--- src/rtl/data_mem_arbiter.sv ---
// rtl/data_mem_arbiter.sv - two-port round-robin arbiter in front of a single data memory

module data_mem_arbiter #(
  parameter int ADDRESS_WIDTH = 32,
  parameter int DATA_WIDTH    = 32
) (
  input  logic                     clk,
  input  logic                     rst_n,
  input  logic                     req0,
  input  logic                     req1,
  input  logic                     we0,
  input  logic                     we1,
  input  logic                     mode0,
  input  logic                     mode1,
  input  logic [ADDRESS_WIDTH-1:0] addr0,
  input  logic [ADDRESS_WIDTH-1:0] addr1,
  input  logic [DATA_WIDTH-1:0]    wdata0,
  input  logic [DATA_WIDTH-1:0]    wdata1,
  output logic                     gnt0,
  output logic                     gnt1,
  output logic                     rvalid0,
  output logic                     rvalid1,
  output logic [DATA_WIDTH-1:0]    rdata0,
  output logic [DATA_WIDTH-1:0]    rdata1,
  output logic                     err0,
  output logic                     err1,
  output logic                     mem_WE,
  output logic                     mem_addr_mode,
  output logic [ADDRESS_WIDTH-1:0] mem_A,
  output logic [DATA_WIDTH-1:0]    mem_WD,
  input  logic [DATA_WIDTH-1:0]    mem_RD
);

  // Arbiter state remembers which port was granted most recently.
  typedef enum logic {
    LAST_P0 = 1'b0,
    LAST_P1 = 1'b1
  } arb_state_t;

  arb_state_t state_q;
  arb_state_t state_d;

  // Word accesses must be 4-byte aligned; byte accesses never fault.
  logic mis0;
  logic mis1;

  assign mis0 = ~mode0 & (addr0[1:0] != 2'b00);
  assign mis1 = ~mode1 & (addr1[1:0] != 2'b00);

  // Arbiter state register; reset favours port 0 at the first contention.
  always_ff @(posedge clk) begin
    if (!rst_n) begin
      state_q <= LAST_P1;
    end else begin
      state_q <= state_d;
    end
  end

  // Grant selection and memory-port mux; grants are held off during reset.
  always_comb begin
    gnt0          = 1'b0;
    gnt1          = 1'b0;
    state_d       = state_q;
    mem_WE        = 1'b0;
    mem_addr_mode = 1'b0;
    mem_A         = '0;
    mem_WD        = '0;

    if (rst_n) begin
      if (req0 && req1) begin
        if (state_q == LAST_P1) begin
          gnt0 = 1'b1;
        end else begin
          gnt1 = 1'b1;
        end
      end else if (req0) begin
        gnt0 = 1'b1;
      end else if (req1) begin
        gnt1 = 1'b1;
      end
    end

    if (gnt0) begin
      state_d       = LAST_P0;
      mem_WE        = we0 & ~mis0;
      mem_addr_mode = mode0;
      mem_A         = addr0;
      mem_WD        = wdata0;
    end else if (gnt1) begin
      state_d       = LAST_P1;
      mem_WE        = we1 & ~mis1;
      mem_addr_mode = mode1;
      mem_A         = addr1;
      mem_WD        = wdata1;
    end
  end

  // Port 0 response: one-cycle pulse, load data captured, faults clear rdata.
  always_ff @(posedge clk) begin
    if (!rst_n) begin
      rvalid0 <= 1'b0;
      err0    <= 1'b0;
      rdata0  <= '0;
    end else begin
      rvalid0 <= gnt0;
      err0    <= gnt0 & mis0;
      if (gnt0) begin
        if (mis0) begin
          rdata0 <= '0;
        end else if (!we0) begin
          rdata0 <= mem_RD;
        end
      end
    end
  end

  // Port 1 response: same behaviour as port 0.
  always_ff @(posedge clk) begin
    if (!rst_n) begin
      rvalid1 <= 1'b0;
      err1    <= 1'b0;
      rdata1  <= '0;
    end else begin
      rvalid1 <= gnt1;
      err1    <= gnt1 & mis1;
      if (gnt1) begin
        if (mis1) begin
          rdata1 <= '0;
        end else if (!we1) begin
          rdata1 <= mem_RD;
        end
      end
    end
  end

endmodule

--- config.mk ---
export PLATFORM = sky130hd
export DESIGN_NAME = data_mem_arbiter
export DESIGN_NICKNAME = d
export VERILOG_FILES = /design/src/rtl/data_mem_arbiter.sv
export SDC_FILE = /design/constraint.sdc
export NUM_CORES = 1
export LEC_CHECK = 0
export BUFFER_PORTS_ARGS = -buffer_cell sky130_fd_sc_hd__buf_2
export CAP_MARGIN = 20
export CELL_PAD_IN_SITES_DETAIL_PLACEMENT = 0
export CELL_PAD_IN_SITES_GLOBAL_PLACEMENT = 1
export CORE_ASPECT_RATIO = 0.5
export CORE_MARGIN = 10
export CORE_UTILIZATION = 26
export CTS_CLUSTER_DIAMETER = 120
export CTS_CLUSTER_SIZE = 24
export DETAILED_ROUTE_END_ITERATION = 8
export PLACE_DENSITY = 0.8
export SLEW_MARGIN = 30
export SYNTH_ARGS = -nofsm -noshare
export SYNTH_HDL_FRONTEND = slang
export SYNTH_SLANG_ARGS = --single-unit
--- constraint.sdc ---
create_clock -name clk -period 1.7 [get_ports clk]
set_input_delay 0.34 -clock clk [delete_from_list [all_inputs] [get_ports clk]]
set_output_delay 0.34 -clock clk [all_outputs]
set_load 0.01 [all_outputs]
==> results of run 1 <==
## layout make-up
cell class / count / area (sq um)
diodes: 1 / 2.50
clock buffers: 9 / 225
clock inverters: 7 / 75.1
fillers: 1368 / 7590
inverters: 33 / 131
multi-input cells: 281 / 1930
flip-flops and latches: 69 / 1380
well taps: 192 / 240
repair buffers: 343 / 2120
## through the flow
step | hold slack [ns] | power (W) | std cells | area (sq um) | utilization
4_1_cts | 0.318 | 0.00480 | 929 | 6000 | 0.438
6_report | 0.323 | 0.00477 | 935 | 6110 | 0.446
2_1_floorplan | 0.473 | 0.00228 | 437 | 3680 | -
5_1_grt | 0.332 | 0.00500 | 935 | 6110 | 0.446
3_3_place_gp | 0.481 | 0.00283 | 904 | 5490 | 0.401
3_5_place_dp | 0.498 | 0.00284 | 904 | 5490 | 0.401
## worst register-to-register path: cells and delay by family, from the launching register on
kind / cells / cell delay, ns
AND/OR/NAND/NOR: 2 / 0.36
flip-flops: 1 / 0.32
AO/OA/AOI/OAI: 1 / 0.15
buffers and inverters: 5 / 0.67
## path summary, 6_finish.rpt
kind / cells after the start / end / slack (ns)
worst min-delay path: 3 / rdata1[8] / 0.32
worst min register to register: 2 / rdata0[31] / 0.50
worst max-delay path: 6 / mem_WD[28] / -0.23
worst max register to register: 8 / rdata0[5] / 0.08
## what timing repair did
action,in CTS,in global routing
gates resized for setup,17,12
setup endpoints to repair,66,80
buffers inserted,5,4
gates cloned,4,2
pin swaps,5,11
## layout by cell type (no fill, tap or decap), drive strengths merged, types with 3 or more instances in the layout
| cell | instances |
|---|---|
| clkbuf | 11 |
| clkinvlp | 3 |
| buf | 341 |
| inv | 34 |
| nand2 | 69 |
| nor2 | 3 |
| o221ai | 62 |
| nand4 | 68 |
| a22o | 65 |
| dfxtp | 69 |
## power by group through the flow
| stage | Combinational (W) | Sequential [W] | Clock [W] |
|---|---|---|---|
| 2_1_floorplan | 0.000452 | 0.00183 | 0 |
| 3_3_place_gp | 0.00103 | 0.00179 | 0 |
| 3_5_place_dp | 0.00104 | 0.00180 | 0 |
| 4_1_cts | 0.00111 | 0.00176 | 0.00192 |
| 5_1_grt | 0.00123 | 0.00178 | 0.00200 |
| 6_report | 0.00113 | 0.00176 | 0.00188 |
## metal layers
| metal | GRT usage | vias up | wire (microns) |
|---|---|---|---|
| li1 | - | 2311 | - |
| met1 | 0.201 | 2327 | 7410 |
| met2 | 0.326 | 163 | 10100 |
| met3 | 0.0351 | 18 | 982 |
| met4 | 0.0477 | 0 | 257 |
| met5 | 0 | - | 0 |
## logic make-up after synthesis
family                 Yosys count  synth area share
AOI/OAI and AO/OA              132             0.314
buffers and inverters           87             0.103
DFF                             69             0.375
and+or+nand+nor                149             0.208
## state kept, by name (all words and copies together) (netlist names)
register / count
err0: 1
err1: 1
rdata0: 32
rdata1: 32
rvalid0: 1
rvalid1: 1
state_q: 1
## cell usage after synthesis
master,number
clkbuf_1,25
nand4_1,68
inv_1,32
nand2b_1,1
and2_1,1
a22o_1,65
nor3_1,1
buf_4,6
o211ai_1,2
nor2_4,1
and2b_1,1
inv_2,1
nor2_1,2
o21ai_0,1
and2_4,1
buf_2,23
nor2b_1,2
o21bai_2,2
o221ai_1,62
dfxtp_1,69
nand4b_1,2
nand2_1,69
==> results.json, run 1 <==
{
  "clk_pin_slew_worst_paths_ns": 0.06,
  "io_buffers": 303,
  "clock_latency_ns": 0.33,
  "critical_path.top_delay_family": "buffers and inverters",
  "dieHeight_microns": 104,
  "pwr-share-seq": 0.370,
  "slowest_delay_ns": 0.31,
  "criticalPathCategory": "reg2out",
  "routedWlPerCell_microns": 20.0,
  "worst-endpoint-arrival_ns": 1.59,
  "hold_class": "in2reg",
  "rows": 30,
  "switchingPower_w": 0.00139,
  "syn-cell-area_sq_um": 3680,
  "yosysTopAreaCell": "dfxtp_1",
  "synth_area_leaders": "dfxtp_1 (38%), a22o_1 (15%), o221ai_1 (15%)",
  "antenna_found_initial": 1,
  "ant_nets": 0,
  "layout-drive-gt1-share": 0.496,
  "io_pins": 304,
  "max_slew_margin": 0.675,
  "clkSinkCount": 69,
  "crit_slowest_cell": "dfxtp_2",
  "r2r-start": "state_q",
  "place_hpwl_microns": 14000,
  "first_pass_iters": 6,
  "drt_iter0_drc": 242,
  "core_area_sq_um": 13700,
  "switching_share": 0.290,
  "cts_max_level": 3,
  "violations": "setup timing",
  "routed_wl_microns": 18700,
  "yosysSeqAreaShare": 0.375,
  "final.setup.worst_slack_ns": -0.235,
  "fmax_mhz": 517,
  "grt_start_max_net_pins": 120,
  "start_util": 0.269,
  "power_per_cell_area_nw_per_um2": 782,
  "ys_seq_elements": 69,
  "rsz0062_at_grt": "yes",
  "cts_hold_buf": 0,
  "pwr-share-comb": 0.237,
  "ys_types": 22,
  "final_hold_viol_count": 0,
  "cts_tree": "yes",
  "pwr-share-clk": 0.393,
  "via_per_inst": 5.15,
  "final-setup-viol-count": 66,
  "area.growth.synth_to_final_pct": 65.9,
  "cts_inserted_buffers": 9,
  "die_area_sq_um": 19600,
  "cp-end-kind": "output port",
  "path_buf_inv": 3,
  "place_ws_ns": -0.00606,
  "drc": 0,
  "skew_ns": 0.00894,
  "grt_pass1_wl_microns": 28400,
  "ys_warn_count": 0,
  "p_leak_nw": 3.04,
  "maxCapViolations": 0,
  "hp-start": "mem_RD[8]",
  "crit_path_frequent_cell": "buf_12",
  "nets": 905,
  "globalRoute.totalOverflow": 0,
  "synthCells": 437,
  "vdd_drop_max_v": 0.000426,
  "finalSetupTns_ns": -13.55,
  "crit_required_ns": 1.36,
  "drv_slew": 0,
  "internal_power_w": 0.00339,
  "syn_avg_cell_area_sq_um": 8.42,
  "path_cells": "and2b_2 > nor2_4 > buf_12 > buf_12 > a22o_1 > buf_2",
  "cts_root_buf": "clkbuf_16",
  "die_w_microns": 188,
  "period_needed_ns": 1.93,
  "cp-startpoint": "state_q",
  "setup.worst_path.start_class": "flip-flop",
  "syn_nets": 605,
  "route.vias.total": 4819,
  "status": "finished with violations",
  "synth_top_cell_area_share": 0.375,
  "worst-path-max-fanout": 13,
  "clk_path_buf_depth": 2,
  "grt_pass1_vias": 4774,
  "worst_pin_slew_ns": 0.487,
  "place.gp.congestion": 0.796,
  "finalCritPeriodShare": 1.14,
  "grt_use_total": 0.177
}
No activity file was read; power rests on OpenSTA's default activity.
==> run 2, diff against run 1 <==
- clock period: 1.7 -> 1.8 ns (I/O delays scaled with it)
==> results.json, run 2 (same netlist as run 1, synthesis figures left out) <==
{
  "hold_class": "in2reg",
  "crit_required_ns": 1.44,
  "fillCellCount": 1357,
  "io_pins": 304,
  "clk_pin_slew_worst_paths_ns": 0.06,
  "crit_path_frequent_cell": "buf_12",
  "cts_inserted_buffers": 9,
  "min_to": "state_q",
  "worst-path-max-fanout": 20,
  "clkSinkCount": 69,
  "status": "finished with violations",
  "drc": 0,
  "clk_path_buf_depth": 2,
  "rsz0062_at_grt": "yes",
  "setup.worst_path.start_class": "flip-flop",
  "skew_ns": 0.00711,
  "period_needed_ns": 1.94,
  "crit_slowest_cell": "dfxtp_2",
  "final_common_cell": "buf_2",
  "slowest_delay_ns": 0.31,
  "cts_hold_buf": 0,
  "path_buf_inv": 3,
  "place.gp.congestion": 0.820,
  "drt_iter0_drc": 326,
  "r2r_cells": 9,
  "cts_tree": "yes",
  "globalRoute.totalOverflow": 0,
  "core_area_sq_um": 13700,
  "die_w_microns": 188,
  "whs_path_depth": 3,
  "area.growth.synth_to_final_pct": 63.6,
  "final-setup-viol-count": 66,
  "final.setup.worst_slack_ns": -0.143,
  "die_area_sq_um": 19600,
  "place_inst": 900,
  "cp-end-kind": "output port",
  "critical_path.top_delay_family": "buffers and inverters",
  "final_cell_mix": "buf_2 (288), nand2_1 (68), nand4_1 (68), dfxtp_1 (68), a22o_1 (65)",
  "ant_nets": 0,
  "r2r-start": "state_q",
  "max_slew_margin": 0.380,
  "r2r_end": "rdata0[18]",
  "hold_ws_ns": 0.306,
  "routedWlPerCell_microns": 19.7,
  "post-route-util": 0.440,
  "path_cells": "and2b_2 > nor2_4 > buf_12 > buf_12 > a22o_1 > buf_6",
  "route.vias.total": 4789,
  "violations": "setup timing",
  "reg_top3": "rdata0: 32 flops, rdata1: 32 flops",
  "clock_latency_ns": 0.33,
  "grt_start_max_net_pins": 99,
  "place_ws_ns": 0.0404,
  "via_per_inst": 5.16,
  "routed_wl_microns": 18200,
  "grt_pass1_wl_microns": 27800,
  "finalCritPeriodShare": 1.08,
  "cts_root_buf": "clkbuf_16",
  "p_leak_nw": 2.99,
  "hp-start": "req1",
  "fmax_mhz": 515,
  "grt_use_total": 0.172,
  "drv_slew": 0,
  "r2r_setup_slack_ns": 0.14,
  "criticalPathCategory": "reg2out",
  "final_hold_viol_count": 0,
  "power_w": 0.00453,
  "worst_pin_slew_ns": 0.930,
  "antenna_found_initial": 1,
  "first_pass_iters": 5,
  "fin_cells": 928,
  "place_hpwl_microns": 13800,
  "start_util": 0.269,
  "io_buffers": 303,
  "nets": 898,
  "power_per_cell_area_nw_per_um2": 752,
  "worst-endpoint-arrival_ns": 1.58,
  "layout-drive-gt1-share": 0.490,
  "maxCapViolations": 0,
  "vdd_drop_max_v": 0.000444,
  "rows": 30,
  "dieHeight_microns": 104,
  "grt_pass1_vias": 4663,
  "cts_max_level": 3
}
[run 2: what timing repair did]
item,4_1_cts,5_1_grt
setup endpoints to repair,66,67
gates cloned,3,0
pin swaps,10,23
resized for setup,12,12
buffers inserted,7,1
[run 2: through the flow]
stage / setup TNS [ns] / cell area [sq um]
CTS: -7.89 / 5940
global placement: 0 / 5450
global route: -9.92 / 6020
finish: -7.03 / 6020
floorplan: 0 / 3680
detailed placement: 0 / 5450
[run 2: area by class of cell]
type	count	area (sq um)	area share
diodes	1	2.50	0.000416
clock buffers	9	225	0.0374
clock inverters	7	82.6	0.0137
inverters	33	129	0.0214
multi-input cells	281	1930	0.320
flip-flops and latches	69	1380	0.230
well taps	192	240	0.0399
repair buffers	336	2030	0.338
[run 2: worst max-delay path by stage]
| stage | start | endpoint | slack, ns | depth (start not counted) |
|---|---|---|---|---|
| final | state_q | mem_A[4] | -0.14 | 6 |
| after CTS | state_q | mem_A[0] | -0.14 | 6 |
| after global placement | req1 | mem_A[17] | 0.06 | 6 |
| after detailed placement | req1 | mem_A[17] | 0.04 | 6 |
| after global routing | state_q | mem_WD[15] | -0.19 | 6 |
| after floorplan | addr1[1] | mem_WE | 0.30 | 4 |
[run 2: metal layers]
metal / share of wire / track usage / vias to the layer above
li1: - / - / 2300
met1: 0.40 / 0.194 / 2322
met5: 0 / 0 / -
met2: 0.53 / 0.318 / 152
met4: 0.013 / 0.0426 / 0
met3: 0.055 / 0.0402 / 15
[run 2: worst reg2reg max path, cell delays in order, from the launching register on]
cell	delay, ns
dfxtp_2	0.32
and2b_2	0.23
nor2_4	0.12
buf_6	0.15
buf_16	0.13
buf_6	0.09
buf_4	0.09
buf_4	0.09
buf_4	0.17
o221ai_1	0.13
[run 2: report_power, final]
group          internal, W  switching (W)  leakage [nW]
sequential         0.00161      0.0000555         0.562
combinational     0.000498       0.000547          2.28
clock              0.00109       0.000727         0.145
==> run 3, diff against run 2 <==
- CORE_UTILIZATION: 26 -> 27
- CTS_BUF_LIST: default -> sky130_fd_sc_hd__clkbuf_8
- MAX_ROUTING_LAYER: default -> met4
- PLACE_DENSITY: 0.8 -> 0.83
==> results.json, run 3 (same netlist as run 1, synthesis figures left out) <==
{
  "status": "finished with violations",
  "violations": "setup timing",
  "clk_path_buf_depth": 2,
  "route.vias.total": 4937,
  "final_hold_viol_count": 0,
  "cp_num_cells": 6,
  "power_per_cell_area_nw_per_um2": 694,
  "cts_inserted_buffers": 9,
  "grt_use_total": 0.192,
  "hold_class": "in2reg",
  "dieHeight_microns": 103,
  "r2r_setup_slack_ns": 0.13,
  "fillCellCount": 1327,
  "fin_cells": 919,
  "final_common_cell": "buf_2",
  "place_hpwl_microns": 14100,
  "grt_pass1_vias": 4701,
  "die_w_microns": 185,
  "r2r_end": "rdata0[22]",
  "routedWlPerCell_microns": 21.5,
  "grt_pass1_wl_microns": 28200,
  "clk_pin_slew_worst_paths_ns": 0.08,
  "cts_root_buf": "clkbuf_8",
  "path_cells": "and2b_2 > nor2_4 > buf_6 > clkbuf_16 > a22o_1 > buf_2",
  "place.gp.congestion": 0.907,
  "fin_area_sq_um": 6020,
  "cts_hold_buf": 0,
  "r2r-start": "state_q",
  "final.setup.worst_slack_ns": -0.245,
  "r2r_cells": 6,
  "rows": 30,
  "rsz0062_at_grt": "yes",
  "slowest_delay_ns": 0.34,
  "globalRoute.totalOverflow": 0,
  "finalCritPeriodShare": 1.14,
  "io_buffers": 303,
  "setup.worst_path.start_class": "flip-flop",
  "p_leak_nw": 3.00,
  "place_inst": 880,
  "maxCapViolations": 0,
  "period_needed_ns": 2.04,
  "final-setup-viol-count": 66,
  "drc": 0,
  "clock_latency_ns": 0.34,
  "cp-startpoint": "state_q",
  "place_ws_ns": 0.0238,
  "io_pins": 304,
  "vdd_drop_max_v": 0.000348,
  "core_area_sq_um": 13400,
  "cts_tree": "yes",
  "routed_wl_microns": 19800,
  "worst_pin_slew_ns": 0.823,
  "worst-endpoint-arrival_ns": 1.68,
  "reg_top3": "rdata0: 32 flops, rdata1: 32 flops",
  "via_per_inst": 5.37,
  "ant_nets": 0,
  "critPathCapture": "mem_WD[7]",
  "nets": 901,
  "fmax_mhz": 489,
  "layout-drive-gt1-share": 0.492,
  "start_util": 0.274,
  "crit_slowest_cell": "dfxtp_2",
  "skew_ns": 0.00905,
  "cts_max_level": 3,
  "placed_area_sq_um": 5380,
  "die_area_sq_um": 19000,
  "clkSinkCount": 69,
  "path_buf_inv": 3,
  "drt_iter0_drc": 381,
  "area.growth.synth_to_final_pct": 63.5,
  "cp-end-kind": "output port",
  "crit_required_ns": 1.44,
  "drv_slew": 0,
  "antenna_found_initial": 5,
  "critical_path.top_delay_family": "buffers and inverters",
  "max_slew_margin": 0.452,
  "grt_start_max_net_pins": 121,
  "criticalPathCategory": "reg2out",
  "final_cell_mix": "buf_2 (293), nand4_1 (68), dfxtp_1 (68)",
  "first_pass_iters": 5,
  "worst-path-max-fanout": 9
}
run 3: cell types whose count changed in the layout (fill, tap and decap cells not counted), sizes merged, moves of 2 or more:
cell | previous run | this run
clkbuf | 9 | 13
inv | 36 | 34
diode | 1 | 5
clkinvlp | 2 | 0
clkinv | 1 | 4
run 3: worst min path at each step:
stage                    start    endpoint  slack, ns  depth (start not counted)
floorplan              state_q     state_q       0.48                          2
global placement    rdata0[31]  rdata0[31]       0.48                          2
detailed placement  rdata1[31]  rdata1[31]       0.49                          2
CTS                       req1     state_q       0.27                          3
global route              req1     state_q       0.32                          3
finish                    req1     state_q       0.29                          3
run 3: routing by layer:
layer  wire (microns)  GRT usage
met1             7760      0.211
met2             9860      0.328
met3             1420     0.0464
met4              731     0.0931
met5                0          -
run 3: where the power goes:
group          internal, W  switching (W)
registers          0.00161      0.0000561
clock network     0.000787       0.000634
logic             0.000516       0.000576
run 3: metrics by stage:
step / TNS [ns] / utilization / total power (W) / hold slack, ns
3_5_place_dp: 0 / 0.400 / 0.00266 / 0.490
6_report: -12.43 / 0.448 / 0.00418 / 0.292
5_1_grt: -17.58 / 0.448 / 0.00437 / 0.320
2_1_floorplan: 0 / - / 0.00216 / 0.483
3_3_place_gp: 0 / 0.400 / 0.00265 / 0.478
4_1_cts: -13.42 / 0.434 / 0.00415 / 0.274
run 3: area by class of cell:
cell class,instances,area [sq um],share of cell area
flip-flops and latches,69,1380,0.230
clock inverters,7,98.8,0.0164
clock buffers,9,124,0.0206
diodes,5,12.5,0.00208
inverters,33,129,0.0214
multi-input cells,281,1930,0.320
well taps,176,220,0.0366
repair buffers,339,2120,0.353
run 3: tightest hold or removal path: cells and delay by family:
| family | cells | cell delay (ns) |
|---|---|---|
| compound gates | 1 | 0.08 |
| buf+inv | 1 | 0.11 |
| simple gates | 1 | 0.06 |
run 3: repair_timing:
| item | CTS | global route |
|---|---|---|
| pin swaps | 9 | 7 |
| setup buffers | 6 | 4 |
| gates cloned | 5 | 5 |
| resized for setup | 16 | 10 |
| endpoints found under the setup margin | 66 | 86 |
